## config.mk

```make
export PLATFORM = sky130hd
export DESIGN_NAME = hazard_stall_ctrl
export DESIGN_NICKNAME = d
export VERILOG_FILES = /design/src/rtl/hazard_stall_ctrl.sv
export SDC_FILE = /design/constraint.sdc
export NUM_CORES = 1
export LEC_CHECK = 0
export CAP_MARGIN = 25
export CORE_UTILIZATION = 42
export DETAILED_ROUTE_END_ITERATION = 8
export GPL_ROUTABILITY_DRIVEN = 0
export HOLD_SLACK_MARGIN = 0.03
export PLACE_DENSITY_LB_ADDON = 0.2
export SKIP_LAST_GASP = 1
export SLEW_MARGIN = 20
export SYNTH_ARGS = -nofsm -noshare
export SYNTH_HDL_FRONTEND = slang
export SYNTH_SLANG_ARGS = --single-unit
```

## constraint.sdc

```tcl
create_clock -name clk -period 1.8 [get_ports clk]
set_clock_uncertainty 0.1 [all_clocks]
set_input_delay 0.18 -clock clk [delete_from_list [all_inputs] [get_ports clk]]
set_output_delay 0.18 -clock clk [all_outputs]
set_load 0.02 [all_outputs]
```

## src/rtl/hazard_stall_ctrl.sv

```systemverilog
// Hazard sequencer: load-use, taken-branch/jump flush and mul/div occupancy stalls.
// Optional perf counters enabled by defining HAZ_PERF_CNT_EN.
module hazard_stall_ctrl #(
   parameter int MD_LATENCY = 8,
   parameter int PERF_W     = 16
) (
   input  logic       clk,
   input  logic       reset,
   input  logic [4:0] Rs_ID,
   input  logic [4:0] Rt_ID,
   input  logic       MemRead_IDEX,
   input  logic [4:0] Write_Register_IDEX,
   input  logic       Branch_taken_EX,
   input  logic       Jump_ID,
   input  logic       MD_start_EX,
   input  logic       MD_use_ID,
   output logic       PC_Write,
   output logic       IFID_Write,
   output logic       IFID_Flush,
   output logic       IDEX_Flush,
   output logic       MD_busy
`ifdef HAZ_PERF_CNT_EN
   ,
   output logic [PERF_W-1:0] Stall_cycles,
   output logic [PERF_W-1:0] Flush_events
`endif
);

   typedef enum logic {RUN, MD_WAIT} state_t;

   localparam logic [7:0] MD_INIT = 8'(MD_LATENCY - 1);

   state_t     state_q, state_d;
   logic [7:0] cnt_q, cnt_d;
   logic       load_use;
   logic       md_stall;

   assign load_use = MemRead_IDEX
                   & (Write_Register_IDEX != 5'd0)
                   & ((Write_Register_IDEX == Rs_ID)
                    | (Write_Register_IDEX == Rt_ID));

   assign md_stall = MD_use_ID & ((state_q == MD_WAIT) | MD_start_EX);

   always_ff @(posedge clk) begin
      if (reset) begin
         state_q <= RUN;
         cnt_q   <= 8'd0;
      end else begin
         state_q <= state_d;
         cnt_q   <= cnt_d;
      end
   end

   // A start seen while already waiting is ignored; the count keeps running.
   always_comb begin
      state_d = state_q;
      cnt_d   = cnt_q;
      unique case (state_q)
         RUN: begin
            if (MD_start_EX) begin
               state_d = MD_WAIT;
               cnt_d   = MD_INIT;
            end
         end
         MD_WAIT: begin
            if (cnt_q == 8'd1) begin
               state_d = RUN;
               cnt_d   = 8'd0;
            end else begin
               cnt_d = cnt_q - 8'd1;
            end
         end
         default: begin
            state_d = RUN;
            cnt_d   = 8'd0;
         end
      endcase
   end

   always_comb begin
      PC_Write   = 1'b1;
      IFID_Write = 1'b1;
      IFID_Flush = 1'b0;
      IDEX_Flush = 1'b0;
      MD_busy    = MD_start_EX | (state_q == MD_WAIT);
      if (reset) begin
         PC_Write   = 1'b0;
         IFID_Write = 1'b0;
         IFID_Flush = 1'b1;
         IDEX_Flush = 1'b1;
         MD_busy    = 1'b0;
      end else if (Branch_taken_EX) begin
         IFID_Flush = 1'b1;
         IDEX_Flush = 1'b1;
      end else if (md_stall | load_use) begin
         PC_Write   = 1'b0;
         IFID_Write = 1'b0;
         IDEX_Flush = 1'b1;
      end else if (Jump_ID) begin
         IFID_Flush = 1'b1;
      end
   end

`ifdef HAZ_PERF_CNT_EN
   logic [PERF_W-1:0] stall_q, flush_q;

   always_ff @(posedge clk) begin
      if (reset) begin
         stall_q <= '0;
         flush_q <= '0;
      end else begin
         if (!PC_Write && stall_q != '1)
            stall_q <= stall_q + 1'b1;
         if (IFID_Flush && flush_q != '1)
            flush_q <= flush_q + 1'b1;
      end
   end

   assign Stall_cycles = stall_q;
   assign Flush_events = flush_q;
`endif

endmodule

```

==> implementation parameters, run 1 <==
Parameter                              Value

Pwr
  Switching share of power ... a little over a third
  Pwr dens ... 687 mW/mm^2
  Clock power frac ... 21.7%
  Highest ir drop seen on vdd ... ~0.00034 V
  Proportion of power drawn by combinational gates ... 42.6%
  Internal power of the cells ... 0.000489 W
  Part of the power in registers ... between 30% and 40%
  Switching power of the nets ... 0.000271 W
  Leak ... 0.479 nW

Global route
  Initial antenna violation count ... 0
  First-pass GRT wire length ... 3240 um
  Via count of the first global-routing pass ... 789
  Global routing usage summed across all routing layers ... 24.0%
  Total grt overflow ... 0
  Maximum number of pins on one net before global-route repair ... 15

Drt
  Via-per-instance ratio ... 5.55
  Detailed-route via count ... 810
  DRC ... 0
  Final routed wirelength across all metal layers ... approximately 2000 um
  Count of routing violations after the opening detailed-route iteration ... 12
  ANT nets after route ... 0
  Number of iterations in the first detailed-routing pass ... 4
  Average routed wire per standard cell ... about 13 um

Worst setup path
  Worst path buffer plus inverter count ... 2
  Dominant cell type by count on the critical path ... buf_6
  Slowest stage cell, crit path ... or4_4
  Family with the most delay on the worst path ... compound AO/OA/AOI/OAI gates
  CP Launch Type ... input pin
  Kind of critical path ... input pin to output port
  Critical Path End Type ... output port
  Max FO, Critical Path ... 3
  R2R depth ... 6
  Reg-to-reg startpoint ... cnt_q[1]
  Maximum cell stage delay along the critical path ... 520 ps
  Register-to-register path setup slack ... about 110 ps
  Reg-to-Reg End ... cnt_q[6]
  Cells traversed along the worst timing path ... buf_6, or4_4, o21a_4, a221o_1, buf_6
  Critical path launch point ... Write_Register_IDEX[2]
  Data arrival time of the critical path ... ~1500 ps
  Critical path data required time ... 1520 ps
  Critical path endpoint ... IDEX_Flush
  Crit. path cell count ... 5

Finish
  Total Nets Final ... 155
  Area growth from synthesis to layout ... 63.4%
  Number of antenna repair diodes ... 0
  Design Area, Final ... ~0.0011 sq mm
  Ratio of cells with drive above 1 in the final layout ... 28.5%
  Commonest non-fill, non-tap cell in the layout ... buf_4
  Post-layout util ... roughly 73%
  Leading cell types in the layout, fill and taps excluded ... buf_4 (18), clkdlybuf4s50_1 (12), xnor2_1 (10), nor2_1 (9), dfxtp_1 (9)

Placement
  Detailed Place HPWL ... 1500 um
  Number of buffer cells added on primary ports ... 26
  Placed Instance Area ... 0.00106 sq mm

STA
  Share of the cycle needed by the critical path after routing ... 101%
  Final Max Tran Viols ... 0
  Setup-failing EPs final ... 1
  Count of final hold-check violations ... 0
  Crit path setup slack, layout ... -11.2 ps
  Setup repair after global routing missed its margin ... true
  Slew @ Worst Pin ... 402 ps
  Final critical delay including setup and external delays ... 1810 ps
  Fmax achieved ... 552 MHz
  Worst slew margin relative to its limit ... 73.0%
  Hold Slack ... between 400 and 500 ps

Floorplanning
  Starting density of the core ... 44.9%
  Die Area ... approximately 0.0018 sq mm
  Horiz. Die Dim ... 42.1 um
  Core footprint ... 0.00151 sq mm
  Number of cell rows ... 14
  Floorplan die height ... 42.1 um
  Number of ports placed on the die boundary ... 27

Clock tree
  Total CTS buffers ... 3
  Buffer type at the clock tree root ... clkbuf_4
  # clock sinks ... 9
  H-tree depth ... 1
  Clock tree from TritonCTS ... yes
  Maximum count of clock buffers along a single path ... 2
  Clock latency on the worst-skew pair ... 270 ps
  Clock slew at the register clock pins of the worst setup and hold paths ... around 70 ps

Synth
  Share of synthesized area occupied by flip-flops and latches ... 26.6%
  Register bit count reported by yosys ... 9
  Post-synthesis net count ... 112
  Ys flop type ... dfxtp_1
  Total of warnings raised by yosys ... 0
  Gate count after technology mapping ... 88
  Post-synthesis instance area ... 677 sq um
  Mean area per synthesized cell ... a little under 8 sq um
  Yosys cell types ... 30
  EDFF count, synth ... 0
  Share of flip-flops with an asynchronous set or reset ... 0%

Run status
  Failing checks ... negative setup slack
  Run status ... finished, violations left

Hold path
  Class of the worst hold path ... flip-flop to flip-flop

Job
  Max-capacitance violation count ... 0
## synthesized netlist by cell type, drive strengths merged, types with 3 or more instances
cell     n  area, sq um
nand2    8         30.0
inv      4         15.0
o21ai    4         20.0
nor3     5         25.0
dfxtp    9          180
xnor2   10         87.6
clkbuf   3         11.3
a31oi    6         37.5
nand3    4         20.0
nor2     9         33.8
## sequential cells by signal, indices dropped and copies added (netlist names)
register and count:
state_q 1, cnt_q 8
## cell type report
class,count,area [sq um]
multi-input combinational,71,493
fill,137,400
timing repair buffer,42,372
sequential,9,180
clock buffer,4,26.3
tap,16,20.0
inverter,4,15.0
## metrics by stage
stage	worst slack [ps]	std cells	setup TNS, ps	total power, W
floorplan	13.0	88	0	0.000451
global placement	-696	141	-2630	0.000577
detailed placement	-770	141	-2860	0.000591
CTS	-29.7	145	-83.2	0.000749
global route	-37.6	146	-80.6	0.000806
finish	-11.2	146	-11.2	0.000760
## routing by layer
metal / vias to the layer above / track usage, % / wire (um) / share of wire [%]
met3: 4 / 3.88 / 77 / 3.9
met4: 0 / 16.9 / 54 / 2.8
met5: - / 0 / 0 / 0
met1: 375 / 25.4 / 799 / 41
li1: 402 / - / - / -
met2: 29 / 42.8 / 1020 / 52
## cells by family after synthesis
logic type	count (synthesis)	synth area share [%]
and+or+nand+nor	38	30.1
AOI/OAI and AO/OA	20	20.1
xor gates and xnor gates	10	12.9
DFF	9	26.6
buffers and inverters	8	4.99
adders and majority gates	2	3.70
muxes	1	1.48
## worst min-delay path by stage
stage	startpoint	end	slack (ps)	depth (start not counted)
2_1_floorplan	MD_start_EX	cnt_q[2]	210	2
3_3_place_gp	cnt_q[7]	cnt_q[7]	370	1
3_5_place_dp	cnt_q[7]	cnt_q[7]	390	1
4_1_cts	cnt_q[7]	cnt_q[7]	400	1
5_1_grt	cnt_q[7]	cnt_q[7]	410	1
6_report	cnt_q[7]	cnt_q[7]	400	1
## repair_timing
| action | in CTS | in global routing |
|---|---|---|
| resized for setup | 38 | 10 |
| endpoints found under the setup margin | 5 | 4 |
| hold buffers | 0 | 0 |
| pin swaps | 4 | 10 |
| setup buffers | 0 | 1 |
## power groups by stage
stage	clock network, W	logic [W]	registers (W)
finish	0.000165	0.000324	0.000271
global route	0.000175	0.000357	0.000275
CTS	0.000165	0.000315	0.000270
detailed placement	0	0.000317	0.000274
global placement	0	0.000306	0.000271
floorplan	0	0.000181	0.000270
Note: power is estimated with default switching activity, not from simulation.
==> run 2, diff against run 1 <==
Clock period 1.8 ns to 2 ns, I/O delays scaled along.
==> implementation parameters, run 2 (synthesized netlist as in run 1, its figures left out) <==
Parameter                              Value

Floorplanning
  Core footprint ... 0.00151 sq mm (unchanged)
  Horiz. Die Dim ... 42.1 um (unchanged)
  Starting density of the core ... 44.9% (unchanged)
  Floorplan die height ... 42.1 um (unchanged)
  Number of cell rows ... 14 (unchanged)
  Die Area ... 0.00178 sq mm (unchanged)
  Number of ports placed on the die boundary ... 27 (unchanged)

Placement
  Cells after DPL ... 136 (was 141)
  Placed Instance Area ... 0.00101 sq mm (was 0.00106 sq mm)
  Number of buffer cells added on primary ports ... 26 (unchanged)
  Detailed Place HPWL ... 1350 um (was 1500 um)
  Post-placement setup slack ... -552 ps (was -770 ps)

Hold path
  Endpoint of the worst hold path ... cnt_q[7] (unchanged)
  Worst Hold Launch ... cnt_q[7] (unchanged)
  Class of the worst hold path ... flip-flop to flip-flop (unchanged)
  Worst Hold Path Cells ... 1 (unchanged)

Drt
  ANT nets after route ... 0 (unchanged)
  DRC ... 0 (unchanged)
  Number of iterations in the first detailed-routing pass ... 6 (was 4)
  Via-per-instance ratio ... 5.47 (was 5.55)
  Final routed wirelength across all metal layers ... 1780 um (was 1950 um)
  Detailed-route via count ... 766 (was 810)
  Average routed wire per standard cell ... 12.7 um (was 13.4 um)
  Count of routing violations after the opening detailed-route iteration ... 15 (was 12)

Worst setup path
  Reg-to-Reg End ... cnt_q[4] (was cnt_q[6])
  Slowest stage cell, crit path ... or4_4 (unchanged)
  CP Launch Type ... input pin (unchanged)
  Family with the most delay on the worst path ... simple AND/OR/NAND/NOR gates (was compound AO/OA/AOI/OAI gates)
  Critical Path End Type ... output port (unchanged)
  Register-to-register path setup slack ... 320 ps (was 110 ps)
  Kind of critical path ... input pin to output port (unchanged)
  Worst path buffer plus inverter count ... 2 (unchanged)
  Cells traversed along the worst timing path ... dlygate4sd2_1, or4_4, o21a_1, a221o_1, buf_6 (was buf_6, or4_4, o21a_4, a221o_1, buf_6)
  Critical path data required time ... 1700 ps (was 1520 ps)
  Data arrival time of the critical path ... 1680 ps (was 1530 ps)
  Max FO, Critical Path ... 3 (unchanged)
  R2R depth ... 5 (was 6)
  Maximum cell stage delay along the critical path ... 540 ps (was 520 ps)
  Reg-to-reg startpoint ... cnt_q[0] (was cnt_q[1])

Finish
  Design Area, Final ... 0.00103 sq mm (was 0.00111 sq mm)
  Area growth from synthesis to layout ... 52.3% (was 63.4%)
  Number of antenna repair diodes ... 0 (unchanged)
  Registers with the most flip-flops ... cnt_q x8, state_q x1 (unchanged)
  Commonest non-fill, non-tap cell in the layout ... clkdlybuf4s50_1 (was buf_4)
  Largest reg by FF count ... cnt_q (unchanged)
  Final standard cell count with taps included and fillers excluded ... 140 (was 146)
  Total Nets Final ... 149 (was 155)
  Flip-flop count of the largest register, all copies and words added ... 8 (unchanged)
  Ratio of cells with drive above 1 in the final layout ... 19.4% (was 28.5%)
  Filler Cells Inserted ... 131 (was 137)
  Leading cell types in the layout, fill and taps excluded ... clkdlybuf4s50_1 (18), xnor2_1 (10), buf_4 (10), nor2_1 (9), dfxtp_1 (9) (was buf_4 (18), clkdlybuf4s50_1 (12), xnor2_1 (10), nor2_1 (9), dfxtp_1 (9))

Job
  Max-capacitance violation count ... 0 (unchanged)

Pwr
  Pwr dens ... 626 mW/mm^2 (was 687 mW/mm^2)
  Leak ... 0.405 nW (was 0.479 nW)
  Highest ir drop seen on vdd ... 0.000437 V (was 0.000342 V)

Global route
  Global routing usage summed across all routing layers ... 21.2% (was 24.0%)
  First-pass GRT wire length ... 2930 um (was 3240 um)
  Maximum number of pins on one net before global-route repair ... 15 (unchanged)
  Total grt overflow ... 0 (unchanged)
  Via count of the first global-routing pass ... 682 (was 789)
  Initial antenna violation count ... 0 (unchanged)

STA
  Worst slew margin relative to its limit ... 75.0% (was 73.0%)
  Count of final hold-check violations ... 0 (unchanged)
  Slew @ Worst Pin ... 372 ps (was 402 ps)
  Setup-failing EPs final ... 0 (was 1)
  Fmax achieved ... ~510 MHz
  Final Max Tran Viols ... 0 (unchanged)
  Hold Slack ... 382 ps (was 400 ps)
  Share of the cycle needed by the critical path after routing ... 99.0%
  Final critical delay including setup and external delays ... 1980 ps
  Crit path setup slack, layout ... 20.0 ps (was -11.2 ps)
  Post-Route Setup TNS ... 0 ps (was -11.2 ps)

Clock tree
  # clock sinks ... 9 (unchanged)
  Postcts setup bufs ... 0 (unchanged)
  Clock slew at the register clock pins of the worst setup and hold paths ... 60 ps (was 70 ps)
  H-tree depth ... 1 (unchanged)
  Total CTS buffers ... 3 (unchanged)
  Clock latency on the worst-skew pair ... 260 ps (was 270 ps)
  Buffer type at the clock tree root ... clkbuf_4 (unchanged)
  Clock tree from TritonCTS ... yes (unchanged)
  Maximum count of clock buffers along a single path ... 2 (unchanged)

Run status
  Run status ... finished clean (was finished, violations left)
-- run 2: changes by cell type in the layout (fill, tap and decap cells not counted), sizes merged --
cell	previous run	this run
dlygate4sd2	2	4
clkbuf	5	4
clkdlybuf4s50	12	18
dlymetal6s2s	4	0
buf	23	14
-- run 2: metrics by stage --
stage          util (%)  power [W]
4_1_cts            68.2   0.000649
5_1_grt            68.4   0.000701
2_1_floorplan         -   0.000405
6_report           68.4   0.000646
3_3_place_gp       67.3   0.000504
3_5_place_dp       67.3   0.000511
-- run 2: how the worst max path moves through the flow --
| stage | start | end | slack [ps] | cells after the start |
|---|---|---|---|---|
| 4_1_cts | Write_Register_IDEX[4] | IDEX_Flush | 30 | 5 |
| 2_1_floorplan | state_q | PC_Write | 50 | 5 |
| 3_5_place_dp | Write_Register_IDEX[1] | IDEX_Flush | -550 | 5 |
| 5_1_grt | Write_Register_IDEX[4] | IDEX_Flush | -7 | 5 |
| 6_report | Write_Register_IDEX[4] | IDEX_Flush | 20 | 5 |
| 3_3_place_gp | Write_Register_IDEX[1] | IDEX_Flush | -530 | 5 |
-- run 2: area by class of cell --
class	instances	area, sq um	share of cell area (%)
multi-input cells	71	473	45.9
repair buffers	36	317	30.7
flip-flops and latches	9	180	17.5
clock buffers	4	26.3	2.55
well taps	16	20.0	1.94
inverters	4	15.0	1.46
-- run 2: worst reg2reg max path: cells and delay by family, from the launching register on --
kind            cells  cell delay [ps]
compound gates      3              480
flops               1              450
fa+ha+maj           1              180
simple gates        1              340
-- run 2: report_power, final --
group,switching (W),total (W),internal [W]
sequential,0.0000392,0.000246,0.000207
combinational,0.000121,0.000260,0.000139
clock,0.0000626,0.000139,0.0000768
-- run 2: timing repair --
item	in CTS	in global routing
hold buffers	0	0
resized for setup	24	3
setup endpoints to repair	4	2
pin swaps	3	1
-- run 2: routing by layer --
metal	part of all wire, %	GRT usage, %	vias to the layer above
li1	-	-	391
met1	46	28.5	353
met2	49	33.8	20
met3	4.7	6.90	2
met4	0.11	3.75	0
met5	0	0	-
==> run 3, diff against run 2 <==
Clock period 2 ns to 1.85 ns, I/O delays scaled along.
==> implementation parameters, run 3 (synthesized netlist as in run 1, its figures left out) <==
Parameter                              Value

Floorplanning
  Starting density of the core ... 44.9% (unchanged)
  Core footprint ... 0.00151 sq mm (unchanged)
  Number of cell rows ... 14 (unchanged)
  Floorplan die height ... 42.1 um (unchanged)
  Horiz. Die Dim ... 42.1 um (unchanged)
  Die Area ... 0.00178 sq mm (unchanged)
  Number of ports placed on the die boundary ... 27 (unchanged)

Finish
  Ratio of cells with drive above 1 in the final layout ... 26.4% (was 19.4%)
  Area growth from synthesis to layout ... 60.4% (was 52.3%)
  Final standard cell count with taps included and fillers excluded ... 145 (was 140)
  Number of antenna repair diodes ... 0 (unchanged)
  Flip-flop count of the largest register, all copies and words added ... 8 (unchanged)
  Commonest non-fill, non-tap cell in the layout ... buf_4 (was clkdlybuf4s50_1)
  Registers with the most flip-flops ... cnt_q x8, state_q x1 (unchanged)
  Leading cell types in the layout, fill and taps excluded ... buf_4 (17), clkdlybuf4s50_1 (14), xnor2_1 (10), nor2_1 (9), dfxtp_1 (9) (was clkdlybuf4s50_1 (18), xnor2_1 (10), buf_4 (10), nor2_1 (9), dfxtp_1 (9))
  Total Nets Final ... 154 (was 149)
  Largest reg by FF count ... cnt_q (unchanged)
  Design Area, Final ... 0.00109 sq mm (was 0.00103 sq mm)

STA
  Count of final hold-check violations ... 0 (unchanged)
  Setup-failing EPs final ... 0 (unchanged)
  Setup repair after global routing missed its margin ... false
  Share of the cycle needed by the critical path after routing ... 97.6%
  Slew @ Worst Pin ... 388 ps (was 372 ps)
  Final critical delay including setup and external delays ... 1810 ps
  Crit path setup slack, layout ... 43.6 ps (was 20.0 ps)
  Post-Route Setup TNS ... 0 ps (unchanged)
  Fmax achieved ... 554 MHz
  Hold Slack ... 404 ps (was 382 ps)
  Worst slew margin relative to its limit ... 74.1% (was 75.0%)
  Final Max Tran Viols ... 0 (unchanged)

Clock tree
  Buffer type at the clock tree root ... clkbuf_4 (unchanged)
  H-tree depth ... 1 (unchanged)
  # clock sinks ... 9 (unchanged)
  Clock latency on the worst-skew pair ... 270 ps (was 260 ps)
  Postcts setup bufs ... 0 (unchanged)
  Clock slew at the register clock pins of the worst setup and hold paths ... 60 ps (about the same)
  Clock tree from TritonCTS ... yes (unchanged)
  Total CTS buffers ... 3 (unchanged)
  Maximum count of clock buffers along a single path ... 2 (unchanged)

Placement
  Detailed Place HPWL ... 1520 um (was 1350 um)
  Cells after DPL ... 141 (was 136)
  Post-placement setup slack ... -701 ps (was -552 ps)
  Number of buffer cells added on primary ports ... 26 (unchanged)
  Placed Instance Area ... 0.00106 sq mm (was 0.00101 sq mm)

Drt
  DRC ... 0 (unchanged)
  ANT nets after route ... 0 (unchanged)
  Detailed-route via count ... 820 (was 766)
  Number of iterations in the first detailed-routing pass ... 4 (was 6)
  Average routed wire per standard cell ... 13.3 um (was 12.7 um)
  Via-per-instance ratio ... 5.66 (was 5.47)
  Count of routing violations after the opening detailed-route iteration ... 24 (was 15)
  Final routed wirelength across all metal layers ... 1930 um (was 1780 um)

Job
  Max-capacitance violation count ... 0 (unchanged)

Global route
  Maximum number of pins on one net before global-route repair ... 15 (unchanged)
  Initial antenna violation count ... 0 (unchanged)
  Global routing usage summed across all routing layers ... 23.3% (was 21.2%)
  Via count of the first global-routing pass ... 768 (was 682)
  First-pass GRT wire length ... 3200 um (was 2930 um)
  Total grt overflow ... 0 (unchanged)

Worst setup path
  Cells traversed along the worst timing path ... clkbuf_2, or4_4, o21a_4, a221o_1, buf_6 (was dlygate4sd2_1, or4_4, o21a_1, a221o_1, buf_6)
  Maximum cell stage delay along the critical path ... 530 ps (was 540 ps)
  Kind of critical path ... input pin to output port (unchanged)
  Max FO, Critical Path ... 3 (unchanged)
  Data arrival time of the critical path ... 1520 ps (was 1680 ps)
  Critical Path End Type ... output port (unchanged)
  Slowest stage cell, crit path ... or4_4 (unchanged)
  CP Launch Type ... input pin (unchanged)
  Critical path data required time ... 1560 ps (was 1700 ps)

Pwr
  Pwr dens ... 675 mW/mm^2 (was 626 mW/mm^2)
  Highest ir drop seen on vdd ... 0.000332 V (was 0.000437 V)
  Leak ... 0.462 nW (was 0.405 nW)

Hold path
  Class of the worst hold path ... flip-flop to flip-flop (unchanged)

Run status
  Run status ... finished clean (unchanged)
## run 3: cell count changes in the layout (fill, tap and decap cells not counted), sizes merged
| cell | previous run | this run |
|---|---|---|
| dlygate4sd2 | 4 | 1 |
| dlymetal6s2s | 0 | 3 |
| clkdlybuf4s50 | 18 | 14 |
| clkdlybuf4s15 | 0 | 1 |
| buf | 14 | 21 |
| clkbuf | 4 | 5 |
## run 3: worst max-delay path, delay by kind of cell
family / cells / cell delay (ps)
compound gates: 2 / 580
buf+inv: 2 / 230
simple gates: 1 / 530
## run 3: final timing paths
kind,startpoint,to,slack (ps),cells after the start
hold / removal,cnt_q[7],cnt_q[7],400,1
setup reg to reg,cnt_q[1],cnt_q[7],180,6
hold reg to reg,cnt_q[7],cnt_q[7],400,1
setup / recovery,Write_Register_IDEX[3],IDEX_Flush,40,5
## run 3: metrics by stage
stage	util, %	power [W]
2_1_floorplan	-	0.000439
3_3_place_gp	70.2	0.000562
3_5_place_dp	70.2	0.000575
4_1_cts	70.6	0.000727
5_1_grt	72.1	0.000773
6_report	72.1	0.000733
## run 3: timing repair
item,CTS,global route
pin swaps,4,7
setup endpoints to repair,4,5
resized for setup,31,10
hold buffers,0,0
## run 3: cell type report
type	count	area, sq um
Fill cell	119	420
Timing Repair Buffer	41	355
Sequential cell	9	180
Tap cell	16	20.0
Clock buffer	4	26.3
Multi-Input combinational cell	71	489
Inverter	4	15.0
## run 3: report_power, final
group	leakage (nW)	switching, W	internal (W)
Sequential	0.0743	0.0000400	0.000224
Combinational	0.373	0.000143	0.000166
Clock	0.0150	0.0000766	0.0000836
## run 3: layer usage
layer  part of all wire [%]  vias to the layer above  track usage, %
met1                     41                      372            27.0
met4                    3.1                        0            13.8
met2                     49                       41            39.7
met5                      0                        -               0
li1                       -                      401               -
met3                    6.7                        6            4.31
